## src/rtl/intdiv_seq_if.sv

```systemverilog
// Operand/result handshake bundle for the sequential divider.
// The master supplies operands and accepts results; the slave is the divider.
interface intdiv_seq_if #(
   parameter int LOG_A = 64,
   parameter int LOG_B = 32
);
   logic             in_valid;
   logic             in_ready;
   logic [LOG_A-1:0] A;
   logic [LOG_B-1:0] B;
   logic             out_valid;
   logic             out_ready;
   logic [LOG_A-1:0] Q;
   logic [LOG_B-1:0] R;
   logic             div_by_zero;

   modport master (
      output in_valid, A, B, out_ready,
      input  in_ready, out_valid, Q, R, div_by_zero
   );

   modport slave (
      input  in_valid, A, B, out_ready,
      output in_ready, out_valid, Q, R, div_by_zero
   );
endinterface

```

## src/rtl/intdiv_seq.sv

```systemverilog
// Radix-2 restoring unsigned divider, one quotient bit per clock, MSB first.
// Produces Q = floor(A/B) and R = A mod B; B == 0 short-circuits to a flagged result.
module intdiv_seq #(
   parameter int LOG_A = 64,
   parameter int LOG_B = 32
) (
   input logic         i_clk,
   input logic         i_rst_n,
   intdiv_seq_if.slave s_bus
);
   localparam int CW = (LOG_A > 1) ? $clog2(LOG_A) : 1;

   localparam logic [1:0] S_IDLE = 2'd0;
   localparam logic [1:0] S_CALC = 2'd1;
   localparam logic [1:0] S_DONE = 2'd2;

   logic [1:0]       r_state;
   logic [LOG_A-1:0] r_dividend;
   logic [LOG_B-1:0] r_divisor;
   logic [LOG_B-1:0] r_p;
   logic [LOG_A-1:0] r_q;
   logic [LOG_B-1:0] r_r;
   logic             r_dbz;
   logic [CW-1:0]    r_cnt;

   logic [LOG_B:0]   w_t;
   logic             w_ge;
   logic [LOG_B-1:0] w_diff;
   logic [LOG_B-1:0] w_pnext;

   // The difference is only kept when T >= B, where it is < B and fits in LOG_B bits,
   // so the carry bit of the subtraction never needs to be formed.
   assign w_t     = {r_p, r_dividend[LOG_A-1]};
   assign w_ge    = (w_t >= {1'b0, r_divisor});
   assign w_diff  = w_t[LOG_B-1:0] - r_divisor;
   assign w_pnext = w_ge ? w_diff : w_t[LOG_B-1:0];

   assign s_bus.in_ready    = (r_state == S_IDLE);
   assign s_bus.out_valid   = (r_state == S_DONE);
   assign s_bus.Q           = r_q;
   assign s_bus.R           = r_r;
   assign s_bus.div_by_zero = r_dbz;

   always_ff @(posedge i_clk) begin
      if (!i_rst_n) begin
         r_state    <= S_IDLE;
         r_dividend <= '0;
         r_divisor  <= '0;
         r_p        <= '0;
         r_q        <= '0;
         r_r        <= '0;
         r_dbz      <= 1'b0;
         r_cnt      <= '0;
      end else begin
         case (r_state)
            S_IDLE: begin
               if (s_bus.in_valid) begin
                  r_dividend <= s_bus.A;
                  r_divisor  <= s_bus.B;
                  r_p        <= '0;
                  r_cnt      <= CW'(LOG_A - 1);
                  if (s_bus.B == '0) begin
                     r_state <= S_DONE;
                     r_q     <= '1;
                     r_r     <= s_bus.A[LOG_B-1:0];
                     r_dbz   <= 1'b1;
                  end else begin
                     r_state <= S_CALC;
                     r_dbz   <= 1'b0;
                  end
               end
            end
            S_CALC: begin
               r_p        <= w_pnext;
               r_q        <= {r_q[LOG_A-2:0], w_ge};
               r_dividend <= {r_dividend[LOG_A-2:0], 1'b0};
               if (r_cnt == '0) begin
                  r_state <= S_DONE;
                  r_r     <= w_pnext;
               end else begin
                  r_cnt <= r_cnt - CW'(1);
               end
            end
            S_DONE: begin
               if (s_bus.out_ready) begin
                  r_state <= S_IDLE;
               end
            end
            default: begin
               r_state <= S_IDLE;
            end
         endcase
      end
   end
endmodule

```

## src/flat_wrapper.sv

```systemverilog
// flat-port wrapper written by rule: the top's interface ports become plain ports
module intdiv_seq_flat 
#(
   parameter int LOG_A = 64,
   parameter int LOG_B = 32
)
  (i_clk, i_rst_n, s_bus_in_valid, s_bus_A, s_bus_B, s_bus_out_ready, s_bus_in_ready, s_bus_out_valid, s_bus_Q, s_bus_R, s_bus_div_by_zero);
  intdiv_seq_if #(.LOG_A(LOG_A), .LOG_B(LOG_B)) s_bus_i ();
  input logic i_clk;
  input logic i_rst_n;
  input wire logic [$bits(s_bus_i.in_valid)-1:0] s_bus_in_valid;
  input wire logic [$bits(s_bus_i.A)-1:0] s_bus_A;
  input wire logic [$bits(s_bus_i.B)-1:0] s_bus_B;
  input wire logic [$bits(s_bus_i.out_ready)-1:0] s_bus_out_ready;
  output wire logic [$bits(s_bus_i.in_ready)-1:0] s_bus_in_ready;
  output wire logic [$bits(s_bus_i.out_valid)-1:0] s_bus_out_valid;
  output wire logic [$bits(s_bus_i.Q)-1:0] s_bus_Q;
  output wire logic [$bits(s_bus_i.R)-1:0] s_bus_R;
  output wire logic [$bits(s_bus_i.div_by_zero)-1:0] s_bus_div_by_zero;
  assign s_bus_i.in_valid = s_bus_in_valid;
  assign s_bus_i.A = s_bus_A;
  assign s_bus_i.B = s_bus_B;
  assign s_bus_i.out_ready = s_bus_out_ready;
  assign s_bus_in_ready = s_bus_i.in_ready;
  assign s_bus_out_valid = s_bus_i.out_valid;
  assign s_bus_Q = s_bus_i.Q;
  assign s_bus_R = s_bus_i.R;
  assign s_bus_div_by_zero = s_bus_i.div_by_zero;
  intdiv_seq #(.LOG_A(LOG_A), .LOG_B(LOG_B)) u_core (.i_clk(i_clk), .i_rst_n(i_rst_n), .s_bus(s_bus_i));
endmodule
```

## config.mk

```make
export PLATFORM = sky130hd
export DESIGN_NAME = intdiv_seq_flat
export DESIGN_NICKNAME = d
export VERILOG_FILES = /design/src/rtl/intdiv_seq_if.sv /design/src/rtl/intdiv_seq.sv /design/src/flat_wrapper.sv
export SDC_FILE = /design/constraint.sdc
export NUM_CORES = 1
export LEC_CHECK = 0
export BUFFER_PORTS_ARGS = -buffer_cell sky130_fd_sc_hd__clkbuf_2
export CAP_MARGIN = 15
export CORE_ASPECT_RATIO = 1.4
export CORE_UTILIZATION = 40
export DETAILED_ROUTE_END_ITERATION = 8
export GPL_ROUTABILITY_DRIVEN = 0
export MAX_ROUTING_LAYER = met4
export PLACE_DENSITY = 0.67
export SYNTH_ARGS = -nofsm -noshare
export SYNTH_HDL_FRONTEND = slang
export SYNTH_SLANG_ARGS = --single-unit
```

## constraint.sdc

```tcl
create_clock -name i_clk -period 8.2 [get_ports i_clk]
set_input_delay 2.05 -clock i_clk [delete_from_list [all_inputs] [get_ports i_clk]]
set_output_delay 2.05 -clock i_clk [all_outputs]
set_load 0.05 [all_outputs]
```

[Word-level counts from Yosys, hierarchy flattened]
Cells that the tools add are included.
Word-level totals
  register bits after elaboration: 233
Operators by class
  $add $sub $neg: 2
  order comparisons: 1
  equality and inequality tests: 7
  muxes and demuxes: 21
  reduce and logical (&&, ||, !) cells: 10
Operator list (count)
  case mux 64 bit (2 select lines): 2
  2-to-1 mux 64 bit: 3
  2-to-1 mux 32 bit: 5
  case mux 32 bit (2 select lines): 2
  >= comparator 33 x 32 -> 1 bit: 1
  logical NOT 32 bit: 1
  subtractor 32 bit: 1
  2-to-1 mux 6 bit: 2
  case mux 6 bit (2 select lines): 1
  AND reduction 3 bit: 3
  2-to-1 mux 2 bit: 4
  logical NOT 6 bit: 1
  != test 2 bit (second input constant): 3
  case mux 2 bit (3 select lines): 1
  subtractor 6 x 1 -> 6 bit (second input constant): 1
  != test 2 x 1 -> 1 bit (second input constant): 2
  AND reduction 2 bit: 2
  AND reduction 4 bit: 1
  equality test 2 x 1 -> 1 bit (second input constant): 1
  equality test 2 bit (second input constant): 1
  logical NOT 2 bit: 1
  nonzero test 2 bit: 1
  2-to-1 mux 1 bit: 1

[Longest topological paths before layout]
Gate-level depths: netlist (run 1).
  depth in word-level cells: 4
  mapped depth: 15
  gate-level depth less buffers: 13

[Least setup slack after synthesis (run 1)]
OpenSTA, ideal clock, no wires.
  path kind: input -> register
  start: input s_bus_B[26]
  end: register u_core.r_r[22], in the netlist u_core.s_bus.R[22]
  setup time: 0.087 ns
  arrival: 3.917 ns
  slack: 4.196 ns
  cell stages on the path: 8
  path buffers: 1
  cell sequence: nor4_1 -> nand2_1 -> nor4_1 -> a21oi_1 -> nor3_2 -> clkbuf_1 -> o21ai_0 -> a221oi_2
On the way
  cells in the longest elaborated chain, start to end: 3
RTL lines
  start, declared: RTL line flat_wrapper.sv:13  | input wire logic [$bits(s_bus_i.B)-1:0] s_bus_B;
  logical NOT 32 bit: RTL line intdiv_seq.sv:62  | if (s_bus.B == '0) begin
  != test 2 x 1 -> 1 bit (no line)
  AND reduction 4 bit (no line)
  end signal, assigned: RTL line intdiv_seq.sv:65  | r_r <= s_bus.A[LOG_B-1:0];
  end signal, assigned: RTL line intdiv_seq.sv:79  | r_r <= w_pnext;
  end, declared: RTL line intdiv_seq.sv:22  | logic [LOG_B-1:0] r_r;
No other way between the ends.
A chain may end at the register's enable or synchronous reset.

[Final worst setup path (run 1)]
  start: input s_bus_B[26]
  end: register u_core.r_r[20], in the netlist u_core.s_bus.R[20]
The elaborated chain is that of the path after synthesis.

==> results of run 1 <==
## kinds of logic (layout without fill, tap and decap cells)
logic type	after synthesis	after routing	share of synthesized area
multiplexers	22	22	0.0207
flip-flops	233	233	0.430
other	0	3	0
AO/OA/AOI/OAI	426	426	0.281
adder cells (fa/ha/maj)	35	35	0.0410
AND/OR/NAND/NOR	383	383	0.150
XOR/XNOR	29	29	0.0234
buffers and inverters	145	292	0.0543
## worst max-delay path by stage
stage | slack [ns] | from | depth (start not counted) | end
after CTS | 3.79 | i_rst_n | 5 | u_core.r_p[15]
after detailed placement | 3.27 | i_rst_n | 5 | u_core.r_p[3]
after floorplan | 4.20 | s_bus_B[26] | 8 | u_core.s_bus.R[22]
after global placement | 3.31 | i_rst_n | 5 | u_core.r_p[28]
final | 3.79 | s_bus_B[26] | 10 | u_core.s_bus.R[20]
after global routing | 3.50 | i_rst_n | 5 | u_core.r_p[27]
## sequential cells by signal, summed over array words and instances (netlist names)
signal	cells
u_core.r_cnt	6
u_core.r_dividend	64
u_core.s_bus.div_by_zero	1
u_core.s_bus.R	32
u_core.r_divisor	32
u_core.s_bus.Q	64
u_core.r_p	32
u_core.r_state	2
## worst max-delay path, delay by kind of cell
family,cells,cell delay [ns]
AOI/OAI and AO/OA,3,0.34
buffers and inverters,2,0.38
and+or+nand+nor,5,2.01
## metrics by stage
stage / setup slack, ns / util / hold slack, ns / std cells
2_1_floorplan: 4.20 / - / 0.430 / 1273
3_3_place_gp: 3.31 / 0.449 / 0.441 / 1744
3_5_place_dp: 3.27 / 0.449 / 0.446 / 1744
4_1_cts: 3.79 / 0.477 / 0.454 / 1784
5_1_grt: 3.50 / 0.478 / 0.469 / 1788
6_report: 3.79 / 0.478 / 0.452 / 1788
## synth_stat cells (12+ instances only)
cell | instances | area (um^2)
nand2_1 | 234 | 878
dfxtp_1 | 233 | 4660
a21oi_1 | 138 | 691
clkbuf_1 | 92 | 345
nor2_1 | 67 | 251
o221a_2 | 64 | 721
o21ai_0 | 51 | 255
inv_1 | 42 | 158
ha_1 | 34 | 425
a311oi_1 | 32 | 280
a22oi_1 | 31 | 233
o211ai_1 | 25 | 188
mux2i_1 | 21 | 210
xnor2_1 | 17 | 149
nand3_1 | 14 | 70.1
nor4_1 | 14 | 87.6
a21o_1 | 12 | 90.1
xor2_1 | 12 | 105
## layer usage
layer	vias to the layer above	part of all wire	GRT usage
met3	96	0.067	0.0415
met2	320	0.47	0.347
met5	-	0	-
met1	4714	0.41	0.264
met4	0	0.055	0.122
li1	4891	-	-
## final cells by class
cell class              instances  area [um^2]
inverters                      43          163
repair buffers                209         1090
flip-flops and latches        233         4660
well taps                     365          457
clock buffers                  32          672
diodes                          3         7.51
clock inverters                 8         96.3
fillers                      2597        14000
multi-input cells             895         5640
## report_power, final
group | switching (mW) | total (mW) | internal (mW)
clock | 0.447 | 1.08 | 0.635
sequential | 0.162 | 1.50 | 1.34
combinational | 2.22 | 3.51 | 1.30
total | 2.82 | 6.10 | 3.28
==> reports/metrics.yaml, run 1 <==
clock_sinks: 233
ys_types: 62
syn_avg_cell_area_um2: 8.53
rr_startpoint: "u_core.r_divisor[13]"
drive_gt1_frac: 0.230
min-delay-start: "u_core.r_dividend[8]"
netlist_instances: 1273
root_buffer: "clkbuf_16"
viasPerCell: 5.60
min_path_cells: 2
ys_ff_latch: 233
vias: 10000
clk_pin_slew_worst_paths_ns: 0.06
hold_viol: 0
drt_first_pass_iters: 7
final_cell_mix: "dfxtp_1 (233), nand2_1 (232), clkbuf_2 (197)"
path_cells: "clkbuf_2 -> nor4_1 -> nand2_1 -> nor4_1 -> a21oi_1 -> or3_1 -> buf_4 -> or3_1 -> o211ai_1 -> a21oi_1"
pin_count: 199
crit_arrival_ns: 4.78
worst_slew_pin_slew_ns: 1.09
numPortBuffers: 198
worstPathMaxFanout: 33
r2r-end: "u_core.s_bus.R[4]"
drv_cap: 0
finalSetupViolations: 0
peakVddDrop_mv: 0.295
tritoncts: "yes"
grt_max_degree: 111
required_ns: 8.57
clock.fmax_ghz: 0.227
yosysWarnings: 0
clk_latency_ns: 0.52
cts_resized: 0
syn_area_um2: 10900
drc: 0
post_drt_wl_per_cell_um: 17.1
grt_pass1_vias: 9220
finalMaxSlewViolations: 0
synth-edff-count: 0
dpl-instance-area_um2: 12000
r2r_slack_ns: 4.32
cp-end-kind: "register"
drtIter0Drc: 739
start_kind: "input pin"
groute.usage.overall: 0.220
status: "finished, final reports clean"
power_leakage_nw: 5.30
final_cell_area_um2: 12800
die_w_um: 141
slowest_stage: "nor4_1"
worstSetupPathType: "in2reg"
ys_seq_area_frac: 0.430
power_mw: 6.10
ctsHoldBuffers: 0
overflow: 0
rows: 71
ys_async_sr_fraction: 0
dieArea_um2: 27800
p_per_area_nw_per_um2: 477
area_growth_pct: 17.8
wirelength_mm: 30.5
synth.net_count: 1408
mostFrequentLayoutCell: "dfxtp_1"
r2r_cells: 12
final.period_utilization: 0.538
clockBufferDepth: 3
start_util: 0.406
synth_flop_cell: "dfxtp_1"
fp.coreArea_um2: 26700
hpwl_mm: 21.5
postCtsSetupBuffers: 0
htreeDepth: 1
die_h_um: 197
antenna_found_initial: 3
finClkSkew_ns: 0.0112
antenna_left: 0
rsz0062_at_grt: "no"
nets: 1541
hold_class: "reg2reg"
numCtsBuffers: 24
fin_setup_tns_ns: 0
min_to: "u_core.r_dividend[8]"
grt_pass1_wl_mm: 47.9
layout_min_cycle_time_ns: 4.41
slew_headroom: 0.271
slowest_delay_ns: 0.60
(Power assumes the default switching activity.)
==> run 2: changes to the inputs <==
==> constraint.sdc (replaced) <==
create_clock -name i_clk -period 4.1 [get_ports i_clk]
set_input_delay 1.025 -clock i_clk [delete_from_list [all_inputs] [get_ports i_clk]]
set_output_delay 1.025 -clock i_clk [all_outputs]
set_load 0.05 [all_outputs]
==> reports/metrics.yaml, run 2 (synthesized netlist as in run 1, its figures left out) <==
hold_class: "reg2reg"
power_leakage_nw: 5.34  # +0.74%
postCtsSetupBuffers: 0  # unchanged
nets: 1549  # +0.52%
status: "finished, final reports clean"
path_cells: "inv_1 -> ha_1 -> inv_1 -> fa_1 -> a21o_1 -> a221oi_2 -> o211ai_1 -> a31o_2 -> a21oi_2 -> o32ai_1 -> or3_1 -> a2111oi_0 -> a211oi_1"
overflow: 0  # unchanged
dieArea_um2: 27800  # unchanged
antenna_left: 0  # unchanged
hold_viol: 0  # unchanged
drive_gt1_frac: 0.236  # +0.00662
cts_resized: 0  # unchanged
start_util: 0.406  # unchanged
min_path_cells: 2  # unchanged
min-delay-start: "u_core.r_dividend[8]"
p_per_area_nw_per_um2: 961  # +100%
pin_count: 199  # unchanged
dpl.cell_count: 1753  # +0.52%
final.period_utilization: 0.818
layout_min_cycle_time_ns: 3.35
start_kind: "register"
antenna_found_initial: 1  # -2
numCtsBuffers: 24  # unchanged
slowest_stage: "fa_1"
slew_headroom: 0.332  # +0.0609
clockBufferDepth: 3  # unchanged
die_h_um: 197  # unchanged
drtIter0Drc: 771  # +4.3%
clock_sinks: 233  # unchanged
fin_setup_tns_ns: 0  # unchanged
tritoncts: "yes"
viasPerCell: 5.54  # -1.2%
worstSetupPathType: "reg2reg"
required_ns: 4.48  # -4.09 ns
grt_pass1_wl_mm: 47.6  # -0.72%
drc: 0  # unchanged
drt_first_pass_iters: 7  # unchanged
grt_pass1_vias: 8992  # -2.5%
ctsHoldBuffers: 0  # unchanged
root_buffer: "clkbuf_16"
critPathLaunch: "u_core.r_dividend[63]"
grt_max_degree: 102  # -8.1%
clock.fmax_ghz: 0.298
htreeDepth: 1  # unchanged
wirelength_mm: 30.5  # -0.20%
slowest_delay_ns: 0.40  # -0.20 ns
worst_slew_pin_slew_ns: 1.00  # -0.0879 ns
rsz0062_at_grt: "no"
r2r_slack_ns: 0.75  # -3.57 ns
r2r-end: "u_core.s_bus.R[30]"
min_to: "u_core.r_dividend[8]"
mostFrequentLayoutCell: "dfxtp_1"
post_drt_wl_per_cell_um: 17.0  # -0.70%
die_w_um: 141  # unchanged
vias: 9947  # -0.74%
final_cell_mix: "dfxtp_1 (233), nand2_1 (232), clkbuf_2 (197)"
worst_path_most_repeated_cell: "inv_1"
area_growth_pct: 18.2
finClkSkew_ns: 0.0227  # +0.0115 ns
peakVddDrop_mv: 1.04  # +250%
r2r_cells: 13  # +1
cp-end-kind: "register"
rr_startpoint: "u_core.r_dividend[63]"
drv_cap: 0  # unchanged
groute.usage.overall: 0.218  # -0.00171
worstPathMaxFanout: 4  # -88%
clk_pin_slew_worst_paths_ns: 0.07  # about the same
hpwl_mm: 21.7  # +0.95%
crit_arrival_ns: 3.73  # -1.05 ns
crit_buf_inv: 2  # unchanged
final_cells: 1797  # +0.50%
cp_top_family: "compound AO/OA/AOI/OAI gates"
finalSetupViolations: 0  # unchanged
clk_latency_ns: 0.53  # about the same
fp.coreArea_um2: 26700  # unchanged
numPortBuffers: 198  # unchanged
rows: 71  # unchanged
finalMaxSlewViolations: 0  # unchanged
-- run 2: report_power, final --
group          leakage [nW]  total (mW)  internal (mW)  switching (mW)
sequential             1.91        3.01           2.68           0.325
combinational          3.05        7.24           2.77            4.47
clock                 0.374        2.09           1.15           0.943
-- run 2: worst register-to-register path, stage by stage (launching register included) --
cell and delay (ns):
dfxtp_1 0.32, inv_1 0.12, ha_1 0.18, inv_1 0.05, fa_1 0.40, a21o_1 0.22
a221oi_2 0.36, o211ai_1 0.16, a31o_2 0.29, a21oi_2 0.18, o32ai_1 0.16, or3_1 0.34
a2111oi_0 0.36, a211oi_1 0.08
-- run 2: final cells by class --
class / count / area, um^2
diodes: 1 / 2.50
clock buffers: 31 / 657
clock inverters: 12 / 93.8
fillers: 2597 / 13900
inverters: 43 / 163
multi-input cells: 895 / 5630
flip-flops and latches: 233 / 4660
well taps: 365 / 457
repair buffers: 217 / 1160
-- run 2: worst max path at each step --
stage / endpoint / slack (ns) / cells past startpoint
after detailed placement: u_core.s_bus.R[28] / 0.51 / 11
after CTS: u_core.s_bus.R[3] / 0.76 / 13
final: u_core.s_bus.R[30] / 0.75 / 13
after global placement: u_core.s_bus.R[30] / 0.58 / 11
after global routing: u_core.s_bus.R[3] / 0.55 / 13
after floorplan: u_core.s_bus.R[22] / 1.12 / 8
-- run 2: per-stage QoR --
step | instance area [um^2] | util | hold WS (ns) | total power [mW] | setup slack [ns]
final | 12800 | 0.480 | 0.452 | 12.3 | 0.746
after global routing | 12800 | 0.480 | 0.470 | 13.1 | 0.549
after CTS | 12800 | 0.480 | 0.454 | 12.3 | 0.761
after detailed placement | 12100 | 0.452 | 0.446 | 10.2 | 0.510
after global placement | 12100 | 0.452 | 0.439 | 10.2 | 0.576
after floorplan | 10900 | - | 0.430 | 8.62 | 1.12
-- run 2: metal layers --
| metal | share of wire | up-vias | global-route usage | wire length [um] |
|---|---|---|---|---|
| met4 | 0.029 | 0 | 0.0684 | 872 |
| met1 | 0.42 | 4695 | 0.265 | 12900 |
| met5 | 0 | - | - | 0 |
| met3 | 0.061 | 56 | 0.0386 | 1850 |
| met2 | 0.49 | 277 | 0.366 | 14900 |
| li1 | - | 4919 | - | - |
